File: config.mk
export PLATFORM = sky130hd
export DESIGN_NAME = pe_rf_wr_arbiter_flat
export DESIGN_NICKNAME = d
export VERILOG_FILES = /design/src/rtl/pe_rf_wr_arbiter_if.sv /design/src/rtl/pe_rf_wr_arbiter.sv /design/src/flat_wrapper.sv
export SDC_FILE = /design/constraint.sdc
export NUM_CORES = 1
export LEC_CHECK = 0
export ABC_AREA = 1
export BUFFER_PORTS_ARGS = -buffer_cell sky130_fd_sc_hd__buf_2
export CORE_MARGIN = 8
export CORE_UTILIZATION = 60
export CTS_BUF_LIST = sky130_fd_sc_hd__clkbuf_8
export CTS_CLUSTER_SIZE = 10
export DETAILED_ROUTE_END_ITERATION = 12
export GPL_TIMING_DRIVEN = 0
export PLACE_DENSITY_LB_ADDON = 0.05
export SLEW_MARGIN = 20
export SYNTH_ARGS = -nofsm -noshare
export SYNTH_HDL_FRONTEND = slang
export SYNTH_SLANG_ARGS = --single-unit
File: constraint.sdc
create_clock -name clk -period 8.14 [get_ports clk]
set_input_delay 0.407 -clock clk [delete_from_list [all_inputs] [get_ports clk]]
set_output_delay 0.407 -clock clk [all_outputs]
set_load 0.1 [all_outputs]
File: src/rtl/pe_rf_wr_arbiter_if.sv
// rtl/pe_rf_wr_arbiter_if.sv - PE request bus and register-file write port bundle
interface pe_rf_wr_arbiter_if #(
  parameter int N_REQ = 4,
  parameter int AW    = 4,
  parameter int DW    = 32
);
  localparam int IDW = $clog2(N_REQ);

  logic [N_REQ-1:0]    req_valid;
  logic [N_REQ-1:0]    req_ready;
  logic [N_REQ*AW-1:0] req_addr;
  logic [N_REQ*DW-1:0] req_data;
  logic                rf_stall;
  logic                rf_we;
  logic [AW-1:0]       rf_waddr;
  logic [DW-1:0]       rf_wdata;
  logic [IDW-1:0]      rf_grant_id;
  logic [N_REQ-1:0]    pend;

  modport master (
    output req_valid, req_addr, req_data, rf_stall,
    input  req_ready, rf_we, rf_waddr, rf_wdata, rf_grant_id, pend
  );

  modport slave (
    input  req_valid, req_addr, req_data, rf_stall,
    output req_ready, rf_we, rf_waddr, rf_wdata, rf_grant_id, pend
  );
endinterface

File: src/rtl/pe_rf_wr_arbiter.sv
// rtl/pe_rf_wr_arbiter.sv - round-robin arbiter of buffered PE writes onto one register-file write port
module pe_rf_wr_arbiter #(
  parameter int N_REQ = 4,
  parameter int AW    = 4,
  parameter int DW    = 32,
  parameter int DEPTH = 2
) (
  input logic                clk,
  input logic                rst,
  pe_rf_wr_arbiter_if.slave  bus
);
  localparam int IDW = $clog2(N_REQ);
  localparam int CW  = $clog2(DEPTH + 1);

  logic [CW-1:0]    count      [N_REQ];
  logic [CW-1:0]    count_next [N_REQ];
  logic [CW-1:0]    wr_idx     [N_REQ];
  logic [AW-1:0]    mem_addr   [N_REQ][DEPTH];
  logic [DW-1:0]    mem_data   [N_REQ][DEPTH];
  logic [N_REQ-1:0] push;
  logic [N_REQ-1:0] pop;
  logic [N_REQ-1:0] nonempty;
  logic [IDW-1:0]   rr_ptr;
  logic [IDW-1:0]   winner;
  logic [IDW-1:0]   idx;
  logic             grant_valid;

  logic [N_REQ-1:0] req_ready_q;
  logic [N_REQ-1:0] pend_q;
  logic             rf_we_q;
  logic [AW-1:0]    rf_waddr_q;
  logic [DW-1:0]    rf_wdata_q;
  logic [IDW-1:0]   rf_grant_id_q;

  always_comb begin
    grant_valid = 1'b0;
    winner      = '0;
    idx         = '0;
    for (int i = 0; i < N_REQ; i++) begin
      nonempty[i] = (count[i] != '0);
      push[i]     = bus.req_valid[i] && req_ready_q[i];
    end
    // First non-empty FIFO at or after rr_ptr wins; the pointer width wraps the search.
    for (int k = 0; k < N_REQ; k++) begin
      idx = rr_ptr + IDW'(k);
      if (!grant_valid && nonempty[idx]) begin
        grant_valid = 1'b1;
        winner      = idx;
      end
    end
    if (bus.rf_stall) grant_valid = 1'b0;
    for (int i = 0; i < N_REQ; i++) begin
      pop[i]        = grant_valid && (winner == IDW'(i));
      count_next[i] = count[i] + CW'(push[i]) - CW'(pop[i]);
      wr_idx[i]     = pop[i] ? (count[i] - CW'(1)) : count[i];
    end
  end

  // Shift-register FIFOs: the head always sits at slot 0.
  always_ff @(posedge clk) begin
    for (int i = 0; i < N_REQ; i++) begin
      for (int j = 0; j < DEPTH - 1; j++) begin
        if (pop[i]) begin
          mem_addr[i][j] <= mem_addr[i][j+1];
          mem_data[i][j] <= mem_data[i][j+1];
        end
      end
      for (int j = 0; j < DEPTH; j++) begin
        if (push[i] && (CW'(j) == wr_idx[i])) begin
          mem_addr[i][j] <= bus.req_addr[i*AW +: AW];
          mem_data[i][j] <= bus.req_data[i*DW +: DW];
        end
      end
    end
  end

  always_ff @(posedge clk or negedge rst) begin
    if (!rst) begin
      for (int i = 0; i < N_REQ; i++) count[i] <= '0;
      rr_ptr        <= '0;
      req_ready_q   <= '0;
      pend_q        <= '0;
      rf_we_q       <= 1'b0;
      rf_waddr_q    <= '0;
      rf_wdata_q    <= '0;
      rf_grant_id_q <= '0;
    end else begin
      for (int i = 0; i < N_REQ; i++) begin
        count[i]       <= count_next[i];
        req_ready_q[i] <= (count_next[i] < CW'(DEPTH));
        pend_q[i]      <= (count_next[i] != '0);
      end
      rf_we_q <= grant_valid;
      if (grant_valid) begin
        rf_waddr_q    <= mem_addr[winner][0];
        rf_wdata_q    <= mem_data[winner][0];
        rf_grant_id_q <= winner;
        rr_ptr        <= winner + IDW'(1);
      end
    end
  end

  assign bus.req_ready   = req_ready_q;
  assign bus.pend        = pend_q;
  assign bus.rf_we       = rf_we_q;
  assign bus.rf_waddr    = rf_waddr_q;
  assign bus.rf_wdata    = rf_wdata_q;
  assign bus.rf_grant_id = rf_grant_id_q;
endmodule

File: src/flat_wrapper.sv
// flat-port wrapper written by rule: the top's interface ports become plain ports
module pe_rf_wr_arbiter_flat 
#(
  parameter int N_REQ = 4,
  parameter int AW    = 4,
  parameter int DW    = 32,
  parameter int DEPTH = 2
)
  (clk, rst, bus_req_valid, bus_req_addr, bus_req_data, bus_rf_stall, bus_req_ready, bus_rf_we, bus_rf_waddr, bus_rf_wdata, bus_rf_grant_id, bus_pend);
  pe_rf_wr_arbiter_if #(.N_REQ(N_REQ), .AW(AW), .DW(DW)) bus_i ();
  input logic clk;
  input logic rst;
  input wire logic [$bits(bus_i.req_valid)-1:0] bus_req_valid;
  input wire logic [$bits(bus_i.req_addr)-1:0] bus_req_addr;
  input wire logic [$bits(bus_i.req_data)-1:0] bus_req_data;
  input wire logic [$bits(bus_i.rf_stall)-1:0] bus_rf_stall;
  output wire logic [$bits(bus_i.req_ready)-1:0] bus_req_ready;
  output wire logic [$bits(bus_i.rf_we)-1:0] bus_rf_we;
  output wire logic [$bits(bus_i.rf_waddr)-1:0] bus_rf_waddr;
  output wire logic [$bits(bus_i.rf_wdata)-1:0] bus_rf_wdata;
  output wire logic [$bits(bus_i.rf_grant_id)-1:0] bus_rf_grant_id;
  output wire logic [$bits(bus_i.pend)-1:0] bus_pend;
  assign bus_i.req_valid = bus_req_valid;
  assign bus_i.req_addr = bus_req_addr;
  assign bus_i.req_data = bus_req_data;
  assign bus_i.rf_stall = bus_rf_stall;
  assign bus_req_ready = bus_i.req_ready;
  assign bus_rf_we = bus_i.rf_we;
  assign bus_rf_waddr = bus_i.rf_waddr;
  assign bus_rf_wdata = bus_i.rf_wdata;
  assign bus_rf_grant_id = bus_i.rf_grant_id;
  assign bus_pend = bus_i.pend;
  pe_rf_wr_arbiter #(.N_REQ(N_REQ), .AW(AW), .DW(DW), .DEPTH(DEPTH)) u_core (.clk(clk), .rst(rst), .bus(bus_i));
endmodule
==> impl_results.md <==
* Status: completed
* Syn-to-layout area delta at 20.7%
* Worst path max stage delay at 0.49 ns
* Slew HR at about 44%
* Slew @ Worst Pin at 0.842 ns
* Placed Cells incl. Taps at 1889
* Routability cong. at 0.938
* Max-slew violations at 0
* WL per Instance at ~20 um
* Mapped Nets at roughly 1500
* FF-to-FF path depth at 20
* Critical Path Source: u_core.count[0]$_DFF_PN0_
* DRT iter0 DRCs at between 900 and 1000
* FP Rows at 57
* Die outline height at between 150 and 200 um
* Layout cells sized above 1 at 20.1%
* Worst-Skew Late Latency at 0.58 ns
* Post-DRT Antenna Nets at 0
* CP max-delay cell: buf_1
* Wirelength, routed at a little over 40000 um
* Worst setup path endpoint: u_core.bus.pend[0]$_DFF_PN0_
* DRC at 0
* Grt ovf at 0
* H-tree depth at 2
* Root Driver: clkbuf_8
* CTS buffer count at 55
* Die Width at 174 um
* Hold Vio Cnt, Final at 0
* Post CTS Setup Buffer Count at 0
* Fin cells at 2046
* Vias in the first global route at 11000
* Synth Cell Area at around 0.015 mm^2
* Initial antenna violation count at 0
* Critical Path Source Type: register
* Worst path arrival time at 4.53 ns
* Number of detailed-route iterations in the first pass at 5
* Routed vias at roughly 11000
* Synth top area cells: edfxtp_1 58%, nand2_1 12%, dfrtp_1 9.6%
* Largest area contributor in the synthesized netlist: edfxtp_1
* Mean Syn Cell Area at roughly 11 um^2
* Clock buffer depth at 3
* Cell mode on critical path: inv_1
* RSZ-0062 raised after global routing: false
* Yosys warnings at 0
* Pin count of the biggest net entering global routing at 58
* Commonest non-fill, non-tap cell in the layout: nand2_1
* Sequential element share of the synthesized area at between 60% and 70%
* Hold depth at 1
* Worst hold path class: input pin to register
* Mapped Cells at 1363
* Top Ports at 198
* Endpoints failing setup at 0
* Utilization after layout at 73.8%
* All-layer global routing usage at 26.4%
* Worst-path maximum fanout at 10
* Most frequent cells in the layout: 454 x nand2_1, 288 x edfxtp_1, 217 x buf_2
* CTS sink cnt at approximately 350
* Final worst path period share at about half
* Crit Path Category: register to register
* Vias per Instance at approximately 5.5
* Worst flop-to-flop path startpoint: u_core.count[0]$_DFF_PN0_
* Yosys top cell area share at roughly 58%
* Core ar. at 0.0244 mm^2
* First-pass GRT wire length at roughly 62000 um
* Post-CTS Hold Buffers at 54
* Max Fclk at 245 MHz
* Cells along the critical path: inv_1 -> ha_1 -> inv_1 -> nand2_1 -> nand2_1 -> nand2_1 -> nand2_2 -> nor2_4 -> nand3b_1 -> nand2_2 -> inv_4 -> nand3_1 -> inv_1 -> ha_1 -> clkbuf_1 -> buf_1 -> inv_1 -> ha_1 -> xnor2_1 -> or2_2
* WHS at 0.0243 ns
* Detailed Place HPWL at 30000 um
* Reg-to-Reg End: u_core.bus.pend[0]$_DFF_PN0_
* Minimum clock period at 4.08 ns
* Max-cap viol count at 0
* Starting Density at 61.1%
* # diodes at 0
* Final TNS setup at 0 ns
* Critical Path RT at 8.59 ns
* Reg2Reg Setup Slack at 4.06 ns
* Setup Skew at 0.0310 ns
* Post-CTS resize count at 0
* CTS tree: built
* Synth unique cells at 28
* Die area at 0.0302 mm^2
* PortBufs at 197
* Final Net Count at 1844
* Yosys reg bits at 345
* Nature of the critical path endpoint: register
* Clk slew on worst S/H paths at 0.06 ns
-- how the worst min path moves through the flow --
stage | start | end
2_1_floorplan | rst | u_core.bus.pend[0]$_DFF_PN0_
3_3_place_gp | u_core.bus.rf_wdata[24]$_DFFE_PN0P_ | u_core.bus.rf_wdata[24]$_DFFE_PN0P_
3_5_place_dp | u_core.bus.rf_wdata[17]$_DFFE_PN0P_ | u_core.bus.rf_wdata[17]$_DFFE_PN0P_
4_1_cts | bus_req_data[9] | u_core.mem_data[0][9]$_DFFE_PP_
5_1_grt | bus_req_addr[9] | u_core.mem_addr[2][1]$_DFFE_PP_
6_report | bus_req_data[58] | u_core.mem_data[1][26]$_DFFE_PP_
-- cells by family after synthesis --
group / synth area share [%]
buffers and inverters: 5.22
adder cells (fa/ha/maj): 1.26
AO/OA/AOI/OAI: 5.02
flip-flops: 67.6
AND/OR/NAND/NOR: 20.5
XOR/XNOR: 0.470
-- layer usage --
metal  wire, um  global-route usage, %
met2      19500                   42.8
met4       1290                   9.41
met3       2860                   4.92
met5          0                      0
met1      17200                   35.3
-- synth_stat cells --
| cell | count |
|---|---|
| edfxtp_1 | 288 |
| inv_1 | 65 |
| nand3_4 | 2 |
| buf_4 | 10 |
| inv_2 | 4 |
| xnor2_1 | 8 |
| nand3_1 | 49 |
| o21ai_0 | 75 |
| inv_4 | 2 |
| o21ai_1 | 36 |
| nand3_2 | 6 |
| or2_2 | 3 |
| o211ai_1 | 1 |
| nand4_1 | 112 |
| buf_1 | 9 |
| nand2_2 | 5 |
| clkbuf_1 | 36 |
| buf_2 | 21 |
| buf_6 | 14 |
| dfrtp_1 | 57 |
| nor2_4 | 4 |
| nand3b_1 | 2 |
| a21oi_1 | 37 |
| nor2_2 | 1 |
| ha_1 | 15 |
| nand2_1 | 458 |
| nand2_4 | 2 |
| nor2_1 | 41 |
-- per-stage QoR --
stage / setup WS (ns) / area (um^2)
6_report: 4.06 / 18000
2_1_floorplan: 3.97 / 14900
3_5_place_dp: 4.09 / 16500
3_3_place_gp: 2.64 / 16300
4_1_cts: 4.07 / 18000
5_1_grt: 3.74 / 18000
-- registers in the layout, summed over array words and instances, names as in the netlist --
| register | cells |
|---|---|
| u_core.bus.rf_grant_id | 2 |
| u_core.mem_data | 256 |
| u_core.bus.rf_wdata | 32 |
| u_core.bus.pend | 4 |
| u_core.rr_ptr | 2 |
| u_core.bus.rf_we | 1 |
| u_core.count | 8 |
| u_core.bus.req_ready | 4 |
| u_core.bus.rf_waddr | 4 |
| u_core.mem_addr | 32 |
-- worst max-delay path: cells and delay by family (launching register included) --
kind,cells,cell delay (ns)
flops,1,0.35
xor+xnor,1,0.16
fa+ha+maj,3,0.82
simple gates,9,1.21
buf+inv,7,1.42
-- layout make-up --
type,instances,area (um^2)
inverters,71,272
well taps,324,405
clock inverters,43,175
repair buffers,258,1670
plain buffers,90,507
multi-input cells,857,4100
clock buffers,58,798
fillers,1742,6380
flip-flops and latches,345,10100
Power is not shown: default switching activity piles up to over one toggle a cycle in this logic, so the estimate is an artifact.
